**src/rtl/sprite_mem_arbiter_if.sv**
```systemverilog
// Bus bundle between the sprite texture RAM arbiter, its two requesters and the RAM.
// The arbiter takes the slave view; the environment (renderer, loader, RAM) takes master.
interface sprite_mem_arbiter_if #(
  parameter int TW = 6
);
  logic          r_req;
  logic [5:0]    r_col;
  logic [5:0]    r_row;
  logic          r_gnt;
  logic          r_valid;
  logic [TW-1:0] r_data;

  logic          l_valid;
  logic [11:0]   l_addr;
  logic [TW-1:0] l_data;
  logic          l_ready;

  logic [11:0]   mem_addr;
  logic          mem_we;
  logic [TW-1:0] mem_wdata;
  logic [TW-1:0] mem_rdata;

  modport slave (
    input  r_req, r_col, r_row, l_valid, l_addr, l_data, mem_rdata,
    output r_gnt, r_valid, r_data, l_ready, mem_addr, mem_we, mem_wdata
  );

  modport master (
    output r_req, r_col, r_row, l_valid, l_addr, l_data, mem_rdata,
    input  r_gnt, r_valid, r_data, l_ready, mem_addr, mem_we, mem_wdata
  );
endinterface

```
**src/rtl/sprite_mem_arbiter.sv**
```systemverilog
// Shares one single-port 64x64 sprite texture RAM between renderer reads and buffered
// loader writes; reads win unless a queued write has waited STARVE_LIMIT read grants.
module sprite_mem_arbiter #(
  parameter int CHANNEL_BITS = 2,
  parameter int STARVE_LIMIT = 15
) (
  input  logic                clk,
  input  logic                reset_n,
  sprite_mem_arbiter_if.slave bus
);

  localparam int         TW    = 3 * CHANNEL_BITS;
  localparam logic [7:0] LIMIT = 8'(STARVE_LIMIT);

  logic [11:0]   fifo_addr [2];
  logic [TW-1:0] fifo_data [2];
  logic          wr_ptr;
  logic          rd_ptr;
  logic [1:0]    count;
  logic [7:0]    starve_cnt;
  logic [11:0]   last_raddr;
  logic          r_valid_q;

  logic          fifo_empty;
  logic          fifo_full;
  logic          push;
  logic          pop;
  logic          w_gnt;
  logic          r_gnt;
  logic [11:0]   r_addr;

  // Arbitration uses only registered state plus r_req, so grants are glitch-free per cycle.
  // r_gnt is gated by reset_n because reset is asynchronous and r_req may be high meanwhile.
  always_comb begin
    fifo_empty = (count == 2'd0);
    fifo_full  = (count == 2'd2);
    r_addr     = {bus.r_col, bus.r_row};
    w_gnt      = !fifo_empty && (!bus.r_req || (starve_cnt == LIMIT));
    r_gnt      = reset_n && bus.r_req && !w_gnt;
    push       = bus.l_valid && !fifo_full;
    pop        = w_gnt;
  end

  always_comb begin
    bus.mem_we    = w_gnt;
    bus.mem_wdata = fifo_data[rd_ptr];
    bus.mem_addr  = last_raddr;
    if (w_gnt) begin
      bus.mem_addr = fifo_addr[rd_ptr];
    end else if (r_gnt) begin
      bus.mem_addr = r_addr;
    end
  end

  assign bus.r_gnt   = r_gnt;
  assign bus.l_ready = !fifo_full;
  assign bus.r_valid = r_valid_q;
  assign bus.r_data  = bus.mem_rdata[TW-1:0];

  // Payload storage needs no reset: occupancy alone says which entries are live.
  always_ff @(posedge clk) begin
    if (push) begin
      fifo_addr[wr_ptr] <= bus.l_addr;
      fifo_data[wr_ptr] <= bus.l_data;
    end
  end

  always_ff @(posedge clk or negedge reset_n) begin
    if (!reset_n) begin
      wr_ptr     <= 1'b0;
      rd_ptr     <= 1'b0;
      count      <= 2'd0;
      starve_cnt <= 8'd0;
      last_raddr <= 12'd0;
      r_valid_q  <= 1'b0;
    end else begin
      if (push) begin
        wr_ptr <= ~wr_ptr;
      end
      if (pop) begin
        rd_ptr <= ~rd_ptr;
      end
      case ({push, pop})
        2'b10:   count <= count + 2'd1;
        2'b01:   count <= count - 2'd1;
        default: count <= count;
      endcase

      // Counts read grants taken while a write waits; hitting LIMIT forces the write through.
      if (fifo_empty || w_gnt) begin
        starve_cnt <= 8'd0;
      end else if (r_gnt && (starve_cnt != LIMIT)) begin
        starve_cnt <= starve_cnt + 8'd1;
      end

      if (r_gnt) begin
        last_raddr <= r_addr;
      end
      r_valid_q <= r_gnt;
    end
  end

endmodule

```
**src/flat_wrapper.sv**
```systemverilog
// flat-port wrapper written by rule: the top's interface ports become plain ports
module sprite_mem_arbiter_flat 
#(
  parameter int CHANNEL_BITS = 2,
  parameter int STARVE_LIMIT = 15
)
  (clk, reset_n, bus_r_req, bus_r_col, bus_r_row, bus_l_valid, bus_l_addr, bus_l_data, bus_mem_rdata, bus_r_gnt, bus_r_valid, bus_r_data, bus_l_ready, bus_mem_addr, bus_mem_we, bus_mem_wdata);
  sprite_mem_arbiter_if bus_i ();
  input  logic clk;
  input  logic reset_n;
  input wire logic [$bits(bus_i.r_req)-1:0] bus_r_req;
  input wire logic [$bits(bus_i.r_col)-1:0] bus_r_col;
  input wire logic [$bits(bus_i.r_row)-1:0] bus_r_row;
  input wire logic [$bits(bus_i.l_valid)-1:0] bus_l_valid;
  input wire logic [$bits(bus_i.l_addr)-1:0] bus_l_addr;
  input wire logic [$bits(bus_i.l_data)-1:0] bus_l_data;
  input wire logic [$bits(bus_i.mem_rdata)-1:0] bus_mem_rdata;
  output wire logic [$bits(bus_i.r_gnt)-1:0] bus_r_gnt;
  output wire logic [$bits(bus_i.r_valid)-1:0] bus_r_valid;
  output wire logic [$bits(bus_i.r_data)-1:0] bus_r_data;
  output wire logic [$bits(bus_i.l_ready)-1:0] bus_l_ready;
  output wire logic [$bits(bus_i.mem_addr)-1:0] bus_mem_addr;
  output wire logic [$bits(bus_i.mem_we)-1:0] bus_mem_we;
  output wire logic [$bits(bus_i.mem_wdata)-1:0] bus_mem_wdata;
  assign bus_i.r_req = bus_r_req;
  assign bus_i.r_col = bus_r_col;
  assign bus_i.r_row = bus_r_row;
  assign bus_i.l_valid = bus_l_valid;
  assign bus_i.l_addr = bus_l_addr;
  assign bus_i.l_data = bus_l_data;
  assign bus_i.mem_rdata = bus_mem_rdata;
  assign bus_r_gnt = bus_i.r_gnt;
  assign bus_r_valid = bus_i.r_valid;
  assign bus_r_data = bus_i.r_data;
  assign bus_l_ready = bus_i.l_ready;
  assign bus_mem_addr = bus_i.mem_addr;
  assign bus_mem_we = bus_i.mem_we;
  assign bus_mem_wdata = bus_i.mem_wdata;
  sprite_mem_arbiter #(.CHANNEL_BITS(CHANNEL_BITS), .STARVE_LIMIT(STARVE_LIMIT)) u_core (.clk(clk), .reset_n(reset_n), .bus(bus_i));
endmodule
```
**config.mk**
```make
export PLATFORM = sky130hd
export DESIGN_NAME = sprite_mem_arbiter_flat
export DESIGN_NICKNAME = d
export VERILOG_FILES = /design/src/rtl/sprite_mem_arbiter_if.sv /design/src/rtl/sprite_mem_arbiter.sv /design/src/flat_wrapper.sv
export SDC_FILE = /design/constraint.sdc
export NUM_CORES = 1
export LEC_CHECK = 0
export CAP_MARGIN = 10
export CORE_MARGIN = 2
export CORE_UTILIZATION = 45
export CTS_CLUSTER_DIAMETER = 50
export DETAILED_ROUTE_END_ITERATION = 16
export GPL_TIMING_DRIVEN = 0
export PLACE_DENSITY = 0.74
export SYNTH_ARGS = -nofsm -noshare
export SYNTH_HDL_FRONTEND = slang
export SYNTH_SLANG_ARGS = --single-unit
```
**constraint.sdc**
```tcl
create_clock -name clk -period 6.1 [get_ports clk]
set_clock_uncertainty 0.05 [all_clocks]
set_input_delay 1.22 -clock clk [delete_from_list [all_inputs] [get_ports clk]]
set_output_delay 1.22 -clock clk [all_outputs]
set_load 0.02 [all_outputs]
```
==> flow_metrics.env, run 1 <==
export IMPL_yosysUniqueCellTypes=32
export IMPL_pwr_share_comb_pct=31.5
export IMPL_synth_edf_count=36
export IMPL_antenna_found_initial=0
export IMPL_first_global_vias=1745
export IMPL_min_to="u_core.last_raddr[0]"
export IMPL_core_sq_um=5921
export IMPL_status="finished clean"
export IMPL_final_layout_size_suffix_gt1_share_pct=20.54
export IMPL_relSlewSlack_pct=38.34
export IMPL_cts_sinks=61
export IMPL_ios=68
export IMPL_synth_ff_type="edfxtp_1"
export IMPL_netlist_area_leader_share_pct=39.13
export IMPL_synth_common_cells="37 x mux2i_1, 36 x edfxtp_1, 25 x dfrtp_1, 9 x mux2_2, 9 x mux2_4"
export IMPL_finalCriticalPeriod_ns=5.048
export IMPL_cts_tree="done"
export IMPL_cp_max_fo=21
export IMPL_powerDensity_nw_per_um2=376.9
export IMPL_max_cap_violations=0
export IMPL_async_reset_ff_share_pct=40.98
export IMPL_place_gp_congestion=0.6910
export IMPL_num_rows=28
export IMPL_firstDrtPassIters=4
export IMPL_worst_pin_slew_ns=0.9239
export IMPL_rsz0062_at_grt="false"
export IMPL_swShare_pct=29.70
export IMPL_clockPowerShare_pct=27.7
export IMPL_setup_tns_final_ns=0
export IMPL_setup_slack_ns=1.052
export IMPL_synth_area_leaders="edfxtp_1 39%, dfrtp_1 23%, mux2i_1 13%, mux2_4 4.9%, mux2_2 3.7%"
export IMPL_reg2reg_to="u_core.count[1]"
export IMPL_timing_rr_start="u_core.starve_cnt[0]"
export IMPL_ys_ff_latch=61
export IMPL_fin_crit_sh_pct=82.75
export IMPL_start_util_pct=46.66
export IMPL_reg2reg_setup_slack_ns=3.97
export IMPL_die_w_um=82.36
export IMPL_reg2reg_depth=8
export IMPL_setup_viol_count_final=0
export IMPL_syn_to_final_growth_pct=33.88
export IMPL_ant_nets=0
export IMPL_critPathArrivalTime_ns=3.78
export IMPL_cts_inserted_buffers=9
export IMPL_grt_usage_pct=16.50
export IMPL_hpwlAfterDp_mm=3.587
export IMPL_die_h_um=82.36
export IMPL_clock_latency_ns=0.34
export IMPL_post_cts_buffers=0
export IMPL_pre_cts_slack_ns=0.4780
export IMPL_cp_required_ns=4.83
export IMPL_synth_top_area_cell="edfxtp_1"
export IMPL_netlist_area_sq_um=2763
export IMPL_viasPerCell=5.129
export IMPL_gr_total_overflow=0
export IMPL_synth_most_common_cell="mux2i_1"
export IMPL_holdCritStartpoint="u_core.last_raddr[0]"
export IMPL_avgSynthCellArea_sq_um=15.35
export IMPL_switching_power_mw=0.4141
export IMPL_synth_nets=222
export IMPL_clk_path_buf_depth=2
export IMPL_wl_per_cell_um=15.24
export IMPL_nets=295
export IMPL_ys_seq_area_share_pct=61.78
export IMPL_synthCells=180
export IMPL_wirelength_mm=5.074
export IMPL_cp_end_kind="output port"
export IMPL_finalMaxSlewViolations=0
export IMPL_routed_via_count=1708
export IMPL_crit_path_start_kind="input port"
export IMPL_grt_pass1_wl_mm=8.107
export IMPL_portBuffers=61
export IMPL_p_leak_nw=1.488
export IMPL_diodes=0
export IMPL_whs_path_depth=1
export IMPL_max_freq_ghz=0.1981
export IMPL_ys_warn_count=0
export IMPL_p_seq_share_pct=40.8
export IMPL_path_clk_slew_ns=0.07
export IMPL_hp_class="register to register"
export IMPL_htree_levels=3
export IMPL_hold_buffers=0
export IMPL_drt_iter0_drc=118
export IMPL_cts_resized=0
export IMPL_hold_viol=0
export IMPL_vdd_drop_max_mv=0.2444
export IMPL_clock_root_buffer="clkbuf_8"
export IMPL_final_fill_count=453
export IMPL_grt_max_degree=27
export IMPL_die_area_sq_um=6782
export IMPL_internal_power_mw=0.9800
export IMPL_drc=0
export IMPL_critical_path_class="input port to output port"
[per-layer routing]
layer	global-route usage, %	vias up	share of wire [%]
met2	24.44	64	48
met5	0	-	0
met1	21.43	816	43
li1	-	814	-
met3	4.783	14	6.4
met4	10.00	0	2.8
[power groups by stage]
| stage | registers (mW) | clock network (mW) | logic [mW] |
|---|---|---|---|
| after floorplan | 0.566 | 0 | 0.282 |
| after global placement | 0.572 | 0 | 0.440 |
| after detailed placement | 0.575 | 0 | 0.445 |
| after CTS | 0.568 | 0.393 | 0.445 |
| after global routing | 0.578 | 0.412 | 0.474 |
| final | 0.568 | 0.387 | 0.439 |
[area by class of cell]
type                       instances  area (sq um)  share of cell area, %
inverter                           1         3.754                 0.1015
multi-input combinational        105         955.9                  25.85
buffer                            13         98.84                  2.673
clock buffer                       9         123.9                  3.349
sequential                        61          1707                  46.14
clock inverter                     7         90.09                  2.436
timing repair buffer              62         625.6                  16.91
tap                               75         93.84                  2.537
[critical path, cell delays in order]
cell and delay (ns):
clkdlybuf4s50_1 0.64, buf_8 0.24, buf_2 0.22, nand2_1 0.20
buf_2 0.28, mux2i_1 0.17, mux2i_1 0.16, clkdlybuf4s50_1 0.65
[logic make-up after synthesis]
| family | after synthesis | share of synthesized area, % |
|---|---|---|
| AOI/OAI and AO/OA | 14 | 3.397 |
| xor gates and xnor gates | 7 | 2.491 |
| adders and majority gates | 2 | 0.9057 |
| buffers and inverters | 14 | 3.713 |
| DFF | 61 | 61.78 |
| muxes | 55 | 21.97 |
| and+or+nand+nor | 27 | 5.751 |
[cell usage in the layout, fill, tap and decap left out, types with 2 or more instances in the layout]
cell type and count:
clkdlybuf4s50_1 61, mux2i_1 37, edfxtp_1 36, dfrtp_1 25, mux2_2 9, mux2_4 9
clkbuf_8 9, buf_4 7, o21ai_0 6, nand2_1 5, buf_2 4, xnor2_1 4
nand3_1 3, nand4_1 3, or3_1 3, a21oi_1 3, nor2_1 3, nand2b_1 2
buf_8 2, and3_1 2, xor2_1 2, or4_1 2, ha_1 2, clkinv_2 2
bufinv_16 2
[registers in the layout (all words and copies together) (netlist names)]
name,count
u_core.last_raddr,12
u_core.wr_ptr,1
u_core.count,2
u_core.bus.r_valid,1
u_core.rd_ptr,1
u_core.fifo_data,12
u_core.fifo_addr,24
u_core.starve_cnt,8
[metrics by stage]
stage | area [sq um] | utilization, % | std cells | total power, mW | hold slack, ns
2_1_floorplan | 2763 | - | 180 | 0.8472 | 0.4108
3_3_place_gp | 3467 | 58.56 | 316 | 1.012 | 0.4276
3_5_place_dp | 3470 | 58.60 | 316 | 1.020 | 0.4437
4_1_cts | 3684 | 62.21 | 332 | 1.407 | 0.4642
5_1_grt | 3699 | 62.47 | 333 | 1.463 | 0.4735
6_report | 3699 | 62.47 | 333 | 1.394 | 0.4605
[how the worst max path moves through the flow]
stage / end / cells after the start / slack, ns / startpoint
after floorplan: bus_mem_addr[10] / 5 / 2.52 / bus_r_req
after global placement: bus_mem_addr[2] / 7 / 0.47 / reset_n
after detailed placement: bus_mem_addr[2] / 7 / 0.48 / reset_n
after CTS: bus_mem_addr[2] / 7 / 0.47 / reset_n
after global routing: bus_mem_addr[2] / 8 / 0.76 / reset_n
final: bus_mem_addr[2] / 8 / 1.05 / reset_n
Power figures use the tool's default switching activity.
==> run 2: changes to the inputs <==
Clock period 6.1 ns to 4.7 ns, I/O delays scaled along.
==> flow_metrics.env, run 2 (synthesis gave the netlist of run 1 again) <==
export IMPL_hp_class="register to register"
export IMPL_status="finished clean"
export IMPL_die_area_sq_um=6782
export IMPL_clock_latency_ns=0.34
export IMPL_final_layout_size_suffix_gt1_share_pct=20.62
export IMPL_hold_buffers=0
export IMPL_wirelength_mm=5.013
export IMPL_setup_viol_count_final=0
export IMPL_htree_levels=3
export IMPL_critPathArrivalTime_ns=3.29
export IMPL_powerDensity_nw_per_um2=490.3
export IMPL_wl_per_cell_um=15.10
export IMPL_mostFrequentLayoutCells="60 x clkdlybuf4s50_1, 37 x mux2i_1, 36 x edfxtp_1"
export IMPL_cts_inserted_buffers=9
export IMPL_routed_via_count=1703
export IMPL_clock_root_buffer="clkbuf_8"
export IMPL_hold_viol=0
export IMPL_timing_rr_start="u_core.starve_cnt[0]"
export IMPL_largest_register_ffs=24
export IMPL_first_global_vias=1745
export IMPL_finalCriticalPeriod_ns=4.284
export IMPL_final_common_cell="clkdlybuf4s50_1"
export IMPL_diodes=0
export IMPL_fin_crit_sh_pct=91.16
export IMPL_worst_pin_slew_ns=0.9247
export IMPL_grt_pass1_wl_mm=8.107
export IMPL_cts_resized=3
export IMPL_p_total_mw=1.807
export IMPL_post_place_cells=316
export IMPL_p_leak_nw=1.481
export IMPL_path_clk_slew_ns=0.07
export IMPL_nets=294
export IMPL_die_h_um=82.36
export IMPL_post_cts_buffers=0
export IMPL_holdCritStartpoint="u_core.last_raddr[0]"
export IMPL_worstSetupStartpoint="reset_n"
export IMPL_cp_max_fo=26
export IMPL_cts_tree="done"
export IMPL_reg2reg_depth=8
export IMPL_cts_sinks=61
export IMPL_ant_nets=0
export IMPL_critical_path_class="input port to output port"
export IMPL_crit_path_start_kind="input port"
export IMPL_max_freq_ghz=0.2334
export IMPL_multi_input_area_sq_um=955.9
export IMPL_cp_required_ns=3.71
export IMPL_relSlewSlack_pct=38.29
export IMPL_regArea_sq_um=1707
export IMPL_viasPerCell=5.130
export IMPL_place_gp_congestion=0.6910
export IMPL_final_instance_count_excl_fill=332
export IMPL_num_rows=28
export IMPL_syn_to_final_growth_pct=33.38
export IMPL_clk_path_buf_depth=2
export IMPL_max_cap_violations=0
export IMPL_portBuffers=61
export IMPL_grt_max_degree=27
export IMPL_grt_usage_pct=16.50
export IMPL_largest_register="u_core.fifo_addr"
export IMPL_final_fill_count=454
export IMPL_vdd_drop_max_mv=0.3162
export IMPL_drt_iter0_drc=131
export IMPL_core_sq_um=5921
export IMPL_start_util_pct=46.66
export IMPL_firstDrtPassIters=4
export IMPL_top_regs="u_core.fifo_addr x24, u_core.fifo_data x12, u_core.last_raddr x12"
export IMPL_rsz0062_at_grt="false"
export IMPL_drc=0
export IMPL_whs_path_depth=1
export IMPL_antenna_found_initial=0
export IMPL_ios=68
export IMPL_die_w_um=82.36
export IMPL_gr_total_overflow=0
export IMPL_cp_end_kind="output port"
export IMPL_hpwlAfterDp_mm=3.587
export IMPL_setup_tns_final_ns=0
export IMPL_worst_hold_slack_ns=0.4593
export IMPL_finalMaxSlewViolations=0
[run 2: cell types whose count changed in the layout (fill, tap and decap cells not counted)]
cell             change
clkdlybuf4s50_1      -1
buf_8                -1
clkdlybuf4s15_2      +1
[run 2: through the flow]
stage | worst slack, ns | utilization (%) | cell area (sq um)
after floorplan | 1.682 | - | 2763
final | 0.4156 | 62.24 | 3685
after global placement | -0.3722 | 58.56 | 3467
after detailed placement | -0.3620 | 58.60 | 3470
after global routing | 0.09347 | 62.24 | 3685
after CTS | 0.3341 | 62.24 | 3685
[run 2: routing by layer]
| metal | vias to the layer above | global-route usage [%] | part of all wire, % |
|---|---|---|---|
| li1 | 812 | - | - |
| met1 | 813 | 21.43 | 43 |
| met2 | 64 | 24.44 | 47 |
| met3 | 14 | 4.783 | 6.3 |
| met4 | 0 | 10.00 | 2.8 |
| met5 | - | 0 | 0 |
[run 2: worst max-delay path, stage by stage]
cell	delay [ns]
clkdlybuf4s15_2	0.58
buf_2	0.31
nand2_1	0.20
buf_2	0.28
mux2i_1	0.17
mux2i_1	0.16
clkdlybuf4s50_1	0.65
[run 2: final timing paths]
path | to | slack (ns)
worst max-delay path | bus_mem_addr[2] | 0.42
worst min-delay path | u_core.last_raddr[0] | 0.46
worst max register to register | u_core.count[1] | 2.58
worst min register to register | u_core.last_raddr[0] | 0.46
max in group asynchronous | u_core.wr_ptr | 3.53
min in group asynchronous | u_core.last_raddr[10] | 0.66
[run 2: report_power, final]
part / switching, mW / internal, mW / total, mW
Sequential: 0.0452 / 0.692 / 0.737
Combinational: 0.286 / 0.283 / 0.569
Clock: 0.205 / 0.295 / 0.501
Total: 0.536 / 1.27 / 1.81
[run 2: cell type report]
type | instances | area share (%)
Sequential cell | 61 | 46.32
Tap cell | 75 | 2.547
Clock inverter | 7 | 2.445
Timing Repair Buffer | 61 | 16.60
Inverter | 1 | 0.1019
Buffer | 13 | 2.683
Clock buffer | 9 | 3.362
Multi-Input combinational cell | 105 | 25.94
